$ cat src/rtl/mem_port_arbiter.sv
// Shares one memory port between instruction fetch (I) and load/store (D), one transaction at a time.
// Stores are word-aligned here: address, byte-write mask and replicated write data come from funct3 and addr[1:0].
module mem_port_arbiter #(
    parameter int XLEN = 32
) (
    input  logic            clk,
    input  logic            rst_n,
    input  logic            i_req_valid,
    output logic            i_req_ready,
    input  logic [XLEN-1:0] i_addr,
    output logic            i_resp_valid,
    input  logic            d_req_valid,
    output logic            d_req_ready,
    input  logic            d_we,
    input  logic [2:0]      d_funct3,
    input  logic [XLEN-1:0] d_addr,
    input  logic [XLEN-1:0] d_wdata,
    output logic            d_resp_valid,
    output logic            d_resp_err,
    output logic [XLEN-1:0] resp_rdata,
    output logic            mem_req_valid,
    input  logic            mem_req_ready,
    output logic [XLEN-1:0] mem_addr,
    output logic [3:0]      mem_wmask,
    output logic [XLEN-1:0] mem_wdata,
    input  logic            mem_resp_valid,
    input  logic [XLEN-1:0] mem_rdata
);

    typedef enum logic [1:0] {
        ST_IDLE  = 2'd0,
        ST_ISSUE = 2'd1,
        ST_WAIT  = 2'd2
    } state_t;

    localparam logic [XLEN-1:0] WORD_MASK = {{(XLEN-2){1'b1}}, 2'b00};

    // Halfwords need even offsets, words need offset 0; codes x11 are never valid.
    function automatic logic is_misaligned(input logic [2:0] f3, input logic [1:0] o);
        logic r;
        case (f3)
            3'b000, 3'b100: r = 1'b0;
            3'b001, 3'b101: r = o[0];
            3'b010, 3'b110: r = (o != 2'b00);
            default:        r = 1'b1;
        endcase
        return r;
    endfunction

    function automatic logic [3:0] store_mask(input logic [2:0] f3, input logic [1:0] o);
        logic [3:0] m;
        case (f3)
            3'b000, 3'b100: m = 4'b0001 << o;
            3'b001, 3'b101: m = 4'b0011 << o;
            default:        m = 4'b1111;
        endcase
        return m;
    endfunction

    function automatic logic [XLEN-1:0] store_data(input logic [2:0] f3, input logic [XLEN-1:0] wd);
        logic [XLEN-1:0] r;
        case (f3)
            3'b000, 3'b100: r = {4{wd[7:0]}};
            3'b001, 3'b101: r = {2{wd[15:0]}};
            default:        r = wd;
        endcase
        return r;
    endfunction

    state_t          state_q, state_d;
    logic            d_prio_q, d_prio_d;
    logic            own_d_q, own_d_d;
    logic [XLEN-1:0] mem_addr_q, mem_addr_d;
    logic [3:0]      mem_wmask_q, mem_wmask_d;
    logic [XLEN-1:0] mem_wdata_q, mem_wdata_d;
    logic [XLEN-1:0] resp_rdata_q, resp_rdata_d;
    logic            i_resp_valid_q, i_resp_valid_d;
    logic            d_resp_valid_q, d_resp_valid_d;
    logic            d_resp_err_q, d_resp_err_d;
    logic            grant_d_s, grant_i_s;

    // Round-robin grant: on a tie the requester flagged by d_prio_q wins.
    always_comb begin
        grant_d_s = 1'b0;
        grant_i_s = 1'b0;
        if (rst_n && (state_q == ST_IDLE)) begin
            grant_d_s = d_req_valid & (~i_req_valid | d_prio_q);
            grant_i_s = i_req_valid & ~grant_d_s;
        end else begin
            grant_d_s = 1'b0;
            grant_i_s = 1'b0;
        end
    end

    // Next-state and datapath: latch fields on accept, hold through ISSUE, capture the response in WAIT.
    always_comb begin
        state_d        = state_q;
        d_prio_d       = d_prio_q;
        own_d_d        = own_d_q;
        mem_addr_d     = mem_addr_q;
        mem_wmask_d    = mem_wmask_q;
        mem_wdata_d    = mem_wdata_q;
        resp_rdata_d   = resp_rdata_q;
        i_resp_valid_d = 1'b0;
        d_resp_valid_d = 1'b0;
        d_resp_err_d   = 1'b0;
        case (state_q)
            ST_IDLE: begin
                if (grant_d_s) begin
                    d_prio_d = 1'b0;
                    if (is_misaligned(d_funct3, d_addr[1:0])) begin
                        d_resp_valid_d = 1'b1;
                        d_resp_err_d   = 1'b1;
                        resp_rdata_d   = '0;
                    end else begin
                        own_d_d     = 1'b1;
                        mem_addr_d  = d_addr & WORD_MASK;
                        mem_wmask_d = d_we ? store_mask(d_funct3, d_addr[1:0]) : 4'b0000;
                        mem_wdata_d = d_we ? store_data(d_funct3, d_wdata) : '0;
                        state_d     = ST_ISSUE;
                    end
                end else if (grant_i_s) begin
                    d_prio_d    = 1'b1;
                    own_d_d     = 1'b0;
                    mem_addr_d  = i_addr & WORD_MASK;
                    mem_wmask_d = 4'b0000;
                    mem_wdata_d = '0;
                    state_d     = ST_ISSUE;
                end else begin
                    state_d = ST_IDLE;
                end
            end
            ST_ISSUE: begin
                if (mem_req_ready) begin
                    state_d = ST_WAIT;
                end else begin
                    state_d = ST_ISSUE;
                end
            end
            ST_WAIT: begin
                if (mem_resp_valid) begin
                    resp_rdata_d   = mem_rdata;
                    i_resp_valid_d = ~own_d_q;
                    d_resp_valid_d = own_d_q;
                    state_d        = ST_IDLE;
                end else begin
                    state_d = ST_WAIT;
                end
            end
            default: begin
                state_d = ST_IDLE;
            end
        endcase
    end

    // State and output registers; reset drops any pending response and hands the next tie to D.
    always_ff @(posedge clk) begin
        if (!rst_n) begin
            state_q        <= ST_IDLE;
            d_prio_q       <= 1'b1;
            own_d_q        <= 1'b0;
            mem_addr_q     <= '0;
            mem_wmask_q    <= 4'b0000;
            mem_wdata_q    <= '0;
            resp_rdata_q   <= '0;
            i_resp_valid_q <= 1'b0;
            d_resp_valid_q <= 1'b0;
            d_resp_err_q   <= 1'b0;
        end else begin
            state_q        <= state_d;
            d_prio_q       <= d_prio_d;
            own_d_q        <= own_d_d;
            mem_addr_q     <= mem_addr_d;
            mem_wmask_q    <= mem_wmask_d;
            mem_wdata_q    <= mem_wdata_d;
            resp_rdata_q   <= resp_rdata_d;
            i_resp_valid_q <= i_resp_valid_d;
            d_resp_valid_q <= d_resp_valid_d;
            d_resp_err_q   <= d_resp_err_d;
        end
    end

    assign i_req_ready   = grant_i_s;
    assign d_req_ready   = grant_d_s;
    assign mem_req_valid = (state_q == ST_ISSUE);
    assign mem_addr      = mem_addr_q;
    assign mem_wmask     = mem_wmask_q;
    assign mem_wdata     = mem_wdata_q;
    assign resp_rdata    = resp_rdata_q;
    assign i_resp_valid  = i_resp_valid_q;
    assign d_resp_valid  = d_resp_valid_q;
    assign d_resp_err    = d_resp_err_q;

endmodule

$ cat config.mk
export PLATFORM = sky130hd
export DESIGN_NAME = mem_port_arbiter
export DESIGN_NICKNAME = d
export VERILOG_FILES = /design/src/rtl/mem_port_arbiter.sv
export SDC_FILE = /design/constraint.sdc
export NUM_CORES = 1
export LEC_CHECK = 0
export ABC_CLOCK_PERIOD_IN_PS = 5380
export BUFFER_PORTS_ARGS = -buffer_cell sky130_fd_sc_hd__clkbuf_2
export CAP_MARGIN = 40
export CORE_UTILIZATION = 30
export CTS_CLUSTER_SIZE = 25
export DETAILED_ROUTE_END_ITERATION = 10
export PLACE_DENSITY = 0.62
export SLEW_MARGIN = 20
export SYNTH_ARGS = -nofsm -noshare
export SYNTH_HDL_FRONTEND = slang
export SYNTH_SLANG_ARGS = --single-unit
$ cat constraint.sdc
create_clock -name clk -period 5.38 [get_ports clk]
set_input_delay 1.076 -clock clk [delete_from_list [all_inputs] [get_ports clk]]
set_output_delay 1.076 -clock clk [all_outputs]
set_load 0.05 [all_outputs]
==> run summary, run 1 <==
The run finished with clean final reports. The proportion of layout cells with a drive suffix above 1 came out at 0.381. The worst setup path is captured at an output port. Wire length of the first global-routing pass: 22.5 mm. The upper clock frequency limit came out at 0.280 GHz. Using the TritonRoute via totals, the vias-per-cell ratio works out to 4.89. Setup repair after global routing left no endpoint under its margin. The final weighted congestion in routability-driven placement was 0.742; the cell area after synthesis was 4630 um2. For this run, the leading register cell type out of synthesis is dfxtp_1.

Summing all multi-input logic gate instances after layout gives 2260 um2. After clock tree synthesis, the setup repair step added 0 buffers. The number of global-route vias before repair was 4349; the number of nets in the layout was 863. The final total power was 1.94 mW. The tool flagged a number of max-cap violations equal to 0. The repair_antennas step left the layout with diodes totalling 0. The tools report the detailed-router iteration count before antenna repair as 4. The run gives 1 as the number of antenna violations at the first check in global routing.

The path class of the lowest-slack min-delay path is reg2reg. The tools report the required time of the critical path as 4.30 ns. The die outline area came out at 15900 um2. The max-slew violation count came out at 0. The net switching fraction of the power is 0.306, and the net switching power is 593 uW.

The starting density of the core was 0.305. The fraction of power consumed by sequential logic was 0.429. The clock transition at the register clock pins on the worst setup and hold paths after CTS works out to 0.07 ns. Yosys mapped a number of flops with a built-in enable equal to 0. Tracing the worst setup path back leads to its startpoint at i_req_valid. The total via count after detailed routing was 4491; the final period demand of the worst path was 3.57 ns. For the total wire length, the log shows 14.0 mm.

Clock tree synthesis found a total of 105 sinks. The die boundary height was 126 um; the post-cts hold buffer count was 0. The number of instances resized during post-cts repair is 0, and the total overflow reported by the global router is 0. The sequential area share after synthesis is 0.454. The detail route stage leaves a number of antenna-violating nets equal to 0. The CTS buffer count is 9, and the leakage power of the design is 2.93 nW.

The power per cell area was 310 nW/um2; the warning count from the yosys run was 0. The proportion of netlist area held by the largest area contributor was 0.454; the pin count of the biggest net entering global routing was 46. The total global routing track utilization is 0.180.

The largest total area in the synthesized netlist belongs to dfxtp_1. The tools report the arrival time at the worst endpoint as 2.49 ns. The root buffer cell chosen for the clock tree is clkbuf_16. The summed negative setup slack over all endpoints was 0 ns; the cell internal power dissipation was 1.35 mW.

The post-route clock period utilization is 0.663, and the half-perimeter wire length of the detailed placement result is 10.1 mm. Final-report hold violation count: 0. Endpoint of the worst register-to-register path: mem_wdata[0].

The total of flip-flops plus latches after synthesis was 105; the routed wire length per instance was 15.3 um. The async set-or-reset flop fraction in the synthesized netlist is 0, and the detailed-route DRC error count is 0. End of the critical path: i_req_ready. The run gives 1571 as the number of filler instances in the final layout.

STA classifies the critical path startpoint as an input pin. For this design the top-level I/O count stands at 244. Largest driver fanout on the critical path: 12.

The tools report the DRC violation total after the first TritonRoute iteration as 115. The width of the die works out to 126 um. The worst flop-to-flop path startpoint is state_q[1]. Yosys mapped the design onto 44 distinct sky130hd cell types. nand2_1 is the most common cell in the netlist. By area the synthesized netlist is led by dfxtp_1, mux2i_1, nand2_1. Input and output buffers added on the ports amount to 238.

Registers take 2100 um2. The logs give 3 for the deepest level of the CTS H-tree and 0.35 ns for the clock latency on the worst-skew pair. The maximum buffer depth of the clock tree is 2. The floorplan has 45 rows. The logic gate share of total power came out at 0.203. The commonest cells after synthesis are nand2_1, dfxtp_1, mux2i_1, a31oi_1, o31ai_1. TritonCTS built the clock tree. Averaged over all synthesized cells, the footprint is 9.12 um2. After floorplanning, the core was sized to cover 15100 um2.

At the pin with the least slew margin, the transition time is 0.805 ns. Setup violations remaining at the end of the flow were counted as 0. The post-synthesis to final-layout area growth was 35.2%; the number of cells on the worst reg-to-reg path was 7.

The setup path with the least slack is of type in2out. The run gives 507 as the number of standard cells after synthesis. The run gives 0.368 as the clock network fraction of design power.

The logs give 0.00402 ns for the final worst clock skew and 2.96 ns for the setup slack on the worst flop-to-flop path. The run gives 0.462 as the max-slew headroom at the worst pin. The worst-case IR drop observed on VDD is 0.000148 V.
-- power groups by stage --
stage                     Combinational, mW  Sequential (mW)  Clock, mW
after floorplan                       0.160            0.961          0
after global placement                0.392            0.849          0
after detailed placement              0.396            0.849          0
after CTS                             0.397            0.831      0.739
after global routing                  0.425            0.836      0.773
final                                 0.394            0.831      0.713
-- sequential cells by signal, indices dropped and copies added (netlist names) --
signal / count
d_resp_err: 1
d_prio_q: 1
mem_wdata: 32
state_q: 2
mem_addr: 30
i_resp_valid: 1
own_d_q: 1
resp_rdata: 32
mem_wmask: 4
d_resp_valid: 1
-- routing by layer --
| metal | vias up | track usage | share of wire |
|---|---|---|---|
| met5 | - | 0 | 0 |
| met3 | 24 | 0.0476 | 0.065 |
| met2 | 170 | 0.293 | 0.46 |
| li1 | 2237 | - | - |
| met1 | 2060 | 0.227 | 0.45 |
| met4 | 0 | 0.0730 | 0.023 |
-- placed cells by master (no fill, tap or decap), types with 8 or more instances in the layout --
cell type / n
and2_1: 10
o31ai_1: 30
a31oi_1: 30
clkbuf_16: 9
o21ai_0: 10
dfxtp_1: 105
a32o_1: 8
buf_4: 11
nand2_1: 139
a22o_1: 9
clkbuf_2: 238
mux2i_1: 56
o2bb2ai_1: 17
-- worst max-delay path: stages --
cell      delay [ns]
clkbuf_2        0.10
or3b_2          0.46
or3b_4          0.49
inv_2           0.10
clkbuf_2        0.27
-- how the worst min path moves through the flow --
stage | from | end | cells after the start
5_1_grt | resp_rdata[4] | resp_rdata[4] | 2
2_1_floorplan | own_d_q | i_resp_valid | 1
6_report | resp_rdata[5] | resp_rdata[5] | 2
3_5_place_dp | mem_wdata[13] | mem_wdata[13] | 1
4_1_cts | resp_rdata[17] | resp_rdata[17] | 2
3_3_place_gp | resp_rdata[29] | resp_rdata[29] | 2
-- through the flow --
step / instance area (um2) / std cells / util / setup slack (ns) / hold slack, ns
final: 6260 / 918 / 0.413 / 1.81 / 0.458
after global routing: 6260 / 918 / 0.413 / 1.77 / 0.475
after CTS: 6260 / 918 / 0.413 / 1.81 / 0.461
after detailed placement: 5940 / 902 / 0.392 / 1.81 / 0.447
after global placement: 5870 / 897 / 0.388 / 1.81 / 0.443
after floorplan: 4630 / 508 / - / 1.98 / 0.419
-- final cells by class --
type	count	area share
Clock buffer	9	0.0360
Clock inverter	7	0.0150
Inverter	5	0.00300
Multi-Input combinational cell	352	0.361
Sequential cell	105	0.336
Tap cell	188	0.0376
Timing Repair Buffer	252	0.212
-- cells by family (layout without fill, tap and decap cells) --
group,count (synthesis),in the layout,synth area share
flip-flops,105,105,0.454
AO/OA/AOI/OAI,119,119,0.200
other,1,2,0.000811
buffers and inverters,51,273,0.0587
XOR/XNOR,1,1,0.00189
multiplexers,56,56,0.121
AND/OR/NAND/NOR,174,174,0.163
Power figures use the tool's default switching activity.
==> run 2, diff against run 1 <==
ABC_CLOCK_PERIOD_IN_PS = 2900   (was 5380)
PLACE_DENSITY = 0.64   (was 0.62)
clock period = 2.9 ns   (was 5.38 ns; I/O delays follow)
==> run summary, run 2 (same netlist as run 1, synthesis figures left out) <==
The cell area after layout was 6270 um2. Entering global routing, the biggest net connects 51 pins. Setup repair after global routing left no endpoint under its margin. Count of buffers inserted at the top-level ports: 238. For the detailed-route DRC error count, the log shows 0. The run finished with clean final reports. The run gives 0.000339 V as the worst IR drop on VDD.

In the layout the commonest cells are clkbuf_2, nand2_1, dfxtp_1, mux2i_1. The run gives 2.07 ns as the arrival time at the worst endpoint. CTS placed an instance of clkbuf_16 at the clock tree root. The tools report the endpoint of the worst register-to-register path as mem_wdata[6]. The die covers 15900 um2.

The run gives 0.274 ns as the pre-CTS worst setup slack. For flop-to-flop paths, the worst setup slack is 0.64 ns. At the pin with the least slew margin, the transition time is 0.533 ns.

Compared with the post-synthesis result, the final layout area differs by 35.5%. Across all setup checks in the final design, the least slack found is 0.255 ns. Based on the critical path, the design can be clocked at up to 0.378 GHz. The maximum buffer depth of the clock tree was 2; the final weighted congestion in routability-driven placement was 0.748. At the worst endpoint, the required time is 2.32 ns. The tools report the kind of start point of the critical path as a flop. The first detailed-routing pass took 4 iterations. The number of global-route vias before repair is 4187.

The run gives 15100 um2 as the core region area. Of all nets on the critical path, the largest fanout is 12. For the logic gate share of total power, the log shows 0.205. CTS saw 105 sinks.

The run gives 0 as the final-report hold violation count. The tools report the hold path startpoint as resp_rdata[26]. Leaving out fill and tap cells, the most frequent cell in the layout is clkbuf_2.

The first routing iteration left 216 violations. After clock tree synthesis, the clock-pin slew on the worst setup and hold paths is 0.07 ns. The net count of the finished layout is 866. The tools report the max-slew headroom at the worst pin as 0.645. TritonCTS built the clock tree.

The half-perimeter wire length of the detailed placement result came out at 9.89 mm. The critical path goes through or3b_2 -> or3b_4 -> inv_2 -> clkbuf_2. In the final layout, flip-flops and latches occupy 2100 um2. The cell family contributing the most delay on the critical path is simple AND/OR/NAND/NOR gates. The logs give 0.362 for the clock network fraction of design power and 0 for the final-report setup violation count.

Counting I/O delays and the setup requirement, the final critical path takes 2.65 ns. For the fraction of power consumed by sequential logic, the log shows 0.433. The run gives 13.7 mm as the total wire length. Clock latency on the worst-skew pair, taken at its later pin, is 0.35 ns.

On the worst path, the slowest cell contributes a delay of 0.48 ns. The tools report the number of filler instances in the final layout as 1548. The internal portion of the total power is 2.46 mW. The run gives 0 as the number of instances resized during post-cts repair. The highest metal layer carrying signal wires in the routed design is met4. The logs give 0.305 for the starting density of the core and 0.00759 ns for the final worst clock skew.

The routed layout has 4478 vias. The worst flop-to-flop path startpoint is state_q[1]. The die is 126 um tall. Placement-stage cell area: 5960 um2.

Pin placement for this block handled 244 I/O pins. Together, buffers and inverters on the worst path number 2. The max-cap check violation count is 0, and the antenna diode count is 0. Counting the buffers created by CTS gives 9. The number of placed instances, taps included, is 905. In this run the static leakage power is 2.94 nW.

The die is 126 um wide. The worst setup path is captured at an output port. For this design the total switching power over the nets is 1.10 mW. The first global-routing pass estimated 21.6 mm of wire. The number of cells on the worst hold path was 2; the via density per instance was 4.86.

The path class of the lowest-slack min-delay path was reg2reg. The multi-input combinational cell area is 2260 um2, and the total overflow reported by the global router is 0. In this run the core area contains 45 standard-cell rows.

Number of antenna violations at the first check in global routing: 0. The proportion of layout cells with a drive suffix above 1 is 0.383. The run gives 921 as the non-filler instance count after layout.

The tools report the detailed route wirelength on metal2 as 6.44 mm. The detailed router put a total of 6.22 mm of wire on met1. The power per cell area came out at 568 nW/um2. For the total global routing track utilization, the log shows 0.170. The post-route clock period utilization came out at 0.912.

For this design, the slowest cell found on the critical path is or3b_2. The number of nets still failing antenna checks after routing is 0, and the max-slew violation count is 0. The critical path is of the reg2out type.

The routed wire length per instance was 14.9 um. The number of cells on the worst reg-to-reg path is 7, and the summed negative setup slack over all endpoints is 0 ns. The net switching fraction of the power works out to 0.308. In the detailed route, the total length drawn on met3 is 800 um. The deepest level of the CTS H-tree came out at 3. For hold timing, the worst endpoint is resp_rdata[26]. Buffers added to address setup during post-CTS repair amount to 0. The tools report the post-cts hold buffer count as 0.
run 2: worst max-delay path by stage:
stage | start | cells past startpoint | endpoint | slack [ns]
detailed placement | i_req_valid | 5 | i_req_ready | 0.27
floorplan | d_req_valid | 4 | d_req_ready | 0.49
global placement | i_req_valid | 5 | i_req_ready | 0.28
global route | state_q[1] | 4 | i_req_ready | 0.17
CTS | state_q[1] | 4 | i_req_ready | 0.23
finish | state_q[1] | 4 | i_req_ready | 0.25
run 2: cell type report:
| type | instances | area share |
|---|---|---|
| flip-flops and latches | 105 | 0.335 |
| multi-input cells | 352 | 0.360 |
| clock buffers | 11 | 0.0403 |
| clock inverters | 5 | 0.00958 |
| repair buffers | 255 | 0.214 |
| well taps | 188 | 0.0375 |
| inverters | 5 | 0.00299 |
run 2: stage by stage:
stage | power [mW] | utilization | hold WS [ns]
floorplan | 2.08 | - | 0.419
global placement | 2.31 | 0.393 | 0.443
detailed placement | 2.31 | 0.393 | 0.448
CTS | 3.61 | 0.414 | 0.447
global route | 3.72 | 0.414 | 0.447
finish | 3.56 | 0.414 | 0.454
run 2: per-layer routing:
layer / vias up / global-route usage
met1: 2057 / 0.218
met4: 0 / 0.0609
met5: - / 0
met2: 162 / 0.279
met3: 17 / 0.0378
li1: 2242 / -
run 2: power groups by stage:
stage / sequential [mW] / combinational, mW / clock (mW)
floorplan: 1.78 / 0.297 / 0
global placement: 1.58 / 0.736 / 0
detailed placement: 1.58 / 0.736 / 0
CTS: 1.54 / 0.739 / 1.33
global route: 1.55 / 0.786 / 1.39
finish: 1.54 / 0.731 / 1.29
run 2: worst min-delay path, delay by kind of cell, from the launching register on:
family	cells	cell delay (ns)
mux	1	0.05
simple gates	1	0.05
flops	1	0.31
==> run 3, diff against run 2 <==
GPL_TIMING_DRIVEN = 0   (was unset)
TNS_END_PERCENT = 10   (was unset)
==> run summary, run 3 (same netlist as run 1, synthesis figures left out) <==
The signal on the critical path passes through or3b_2 -> or3b_4 -> inv_2 -> buf_4 -> buf_2. The tools report the leakage power of the design as 2.99 nW. The master cell of the clock root buffer is clkbuf_16. Setup repair after global routing left no endpoint under its margin.

The clock drives 105 sinks. The number of global-route vias before repair is 4388, and the max-cap check violation count is 0. The clock transition at the register clock pins on the worst setup and hold paths after CTS was 0.07 ns; the delay of the slowest cell on the worst path was 0.48 ns. The number of nets in the layout came out at 892.

STA classifies the critical path endpoint as an output port. The kind of critical path is reg2out. The final layout contains routed wiring with a total length of 14.0 mm. The arrival time at the worst endpoint was 2.22 ns. The count of standard-cell rows was 45.

The library cells used most frequently in the layout, excluding fill and tap cells, are clkbuf_2, nand2_1, dfxtp_1, mux2i_1. The detailed-route DRC error count came out at 0. Required time of the critical path: 2.32 ns. The count of buffers inserted at the top-level ports came out at 234.

In the final routed layout, each cell accounts on average for 14.8 um. The layer flagged by global routing as most heavily used is met2. The deepest level of the CTS H-tree is 3, and the final-report setup violation count is 0.

The max-slew headroom at the worst pin was 0.509; the upper clock frequency limit was 0.357 GHz. Clock latency on the worst-skew pair, taken at its later pin, is 0.34 ns. For this run the aggregate overflow at the end of global routing stands at 0.

The max-slew violation count was 0. The post-route clock period utilization is 0.966, and the die outline area is 15900 um2. For this design the top-level I/O count stands at 244.

The final worst clock skew was 0.00728 ns; the width of the die was 126 um. The kind of start point of the critical path is a flop. The congestion estimate from routability-driven global placement came to 0.786. The met1 track utilization from global routing was 0.222. For this design the ratio of total power to cell area is 564 nW/um2. Counting the fill cells in the layout gives 1576. The run gives 6370 um2 as the cell area after layout.

The logs give 18 for the pin count of the biggest net entering global routing and 0.000292 V for the worst IR drop on VDD. Once placement finished, the instance area stood at 6040 um2. The final cell utilization of the core was 0.421; the final period demand of the worst path was 2.80 ns.

The first TritonRoute pass finished after 4 iterations. The detail route stage leaves a number of antenna-violating nets equal to 0. Buffers added to address setup during post-CTS repair amount to 0. The starting density of the core was 0.305. The slowest stage of the critical path is the or3b_2 cell.

The met3 global-route usage was 0.0467; the via density per instance was 4.80. For the final-report hold violation count, the log shows 0. The post-synthesis to final-layout area growth works out to 37.8%.

The tools report the CTS buffer count as 9. The library cell used most frequently in the layout, excluding fill and tap cells, is clkbuf_2. The total area inside the core boundary comes to 15100 um2. The number of antenna violations at the first check in global routing is 0.

For the pin with the worst max-slew slack, the measured transition is 0.736 ns. Total via count after detailed routing: 4545. For the half-perimeter wire length of the detailed placement result, the log shows 11.0 mm. The maximum buffer depth of the clock tree is 2, and the die boundary height is 126 um.

The antenna diode count came out at 0. The flow ran to the end, and the final reports show no timing, DRC or antenna violations. The setup slack on the worst flop-to-flop path was 0.77 ns. For this block, the initial DRC count from the detailed router was 173. The tightest min-delay check is of the reg2reg type. The total global routing track utilization is 0.177. The proportion of layout cells with a drive suffix above 1 is 0.379. The run gives 0.300 as the met2 routing resource usage after global routing.

TritonCTS built the clock tree. The run gives 22.4 mm as the wire length of the first global-routing pass. In this run the worst path has a maximum fanout of 10.
[run 3: critical path, delay by kind of cell, from the launching register on]
| kind | cells | cell delay, ns |
|---|---|---|
| and+or+nand+nor | 2 | 0.88 |
| DFF | 1 | 0.34 |
| buffers and inverters | 3 | 0.65 |
[run 3: what timing repair did]
action | 4_1_cts | 5_1_grt
endpoints found under the hold margin | 0 | 0
resized for setup | 3 | 2
setup endpoints to repair | 2 | 2
pin swaps | 0 | 1
hold buffers | 0 | 0
[run 3: cell type report]
class	count	area, um2	share of cell area
clock inverters	7	93.8	0.0147
clock buffers	9	225	0.0353
multi-input cells	352	2260	0.355
repair buffers	235	1180	0.185
inverters	5	21.3	0.00334
plain buffers	46	255	0.0401
flip-flops and latches	105	2100	0.330
well taps	188	235	0.0369
[run 3: power breakdown]
group | switching [mW] | internal, mW
combinational | 0.504 | 0.241
clock | 0.552 | 0.757
sequential | 0.0363 | 1.51
[run 3: layer usage]
metal	up-vias	share of wire	routed length (um)
met5	-	0	0
met4	0	0.017	232
met3	19	0.066	932
met2	163	0.46	6510
met1	2051	0.45	6350
li1	2312	-	-
[run 3: path summary, 6_finish.rpt]
| check | startpoint | endpoint | cells past startpoint |
|---|---|---|---|
| worst max-delay path | state_q[1] | i_req_ready | 5 |
| worst min-delay path | own_d_q | i_resp_valid | 1 |
| worst max register to register | state_q[1] | mem_wdata[17] | 6 |
| worst min register to register | own_d_q | i_resp_valid | 1 |
[run 3: metrics by stage]
step           total power [mW]  setup slack (ns)  instances  setup TNS, ns  hold WS, ns
3_5_place_dp               2.32            -0.155        931         -0.229        0.447
4_1_cts                    3.65            0.0546        947              0        0.439
6_report                   3.60            0.0978        947              0        0.454
5_1_grt                    3.76          0.000630        947              0        0.448
2_1_floorplan              2.08             0.488        508              0        0.419
3_3_place_gp               2.32            -0.165        930         -0.253        0.443
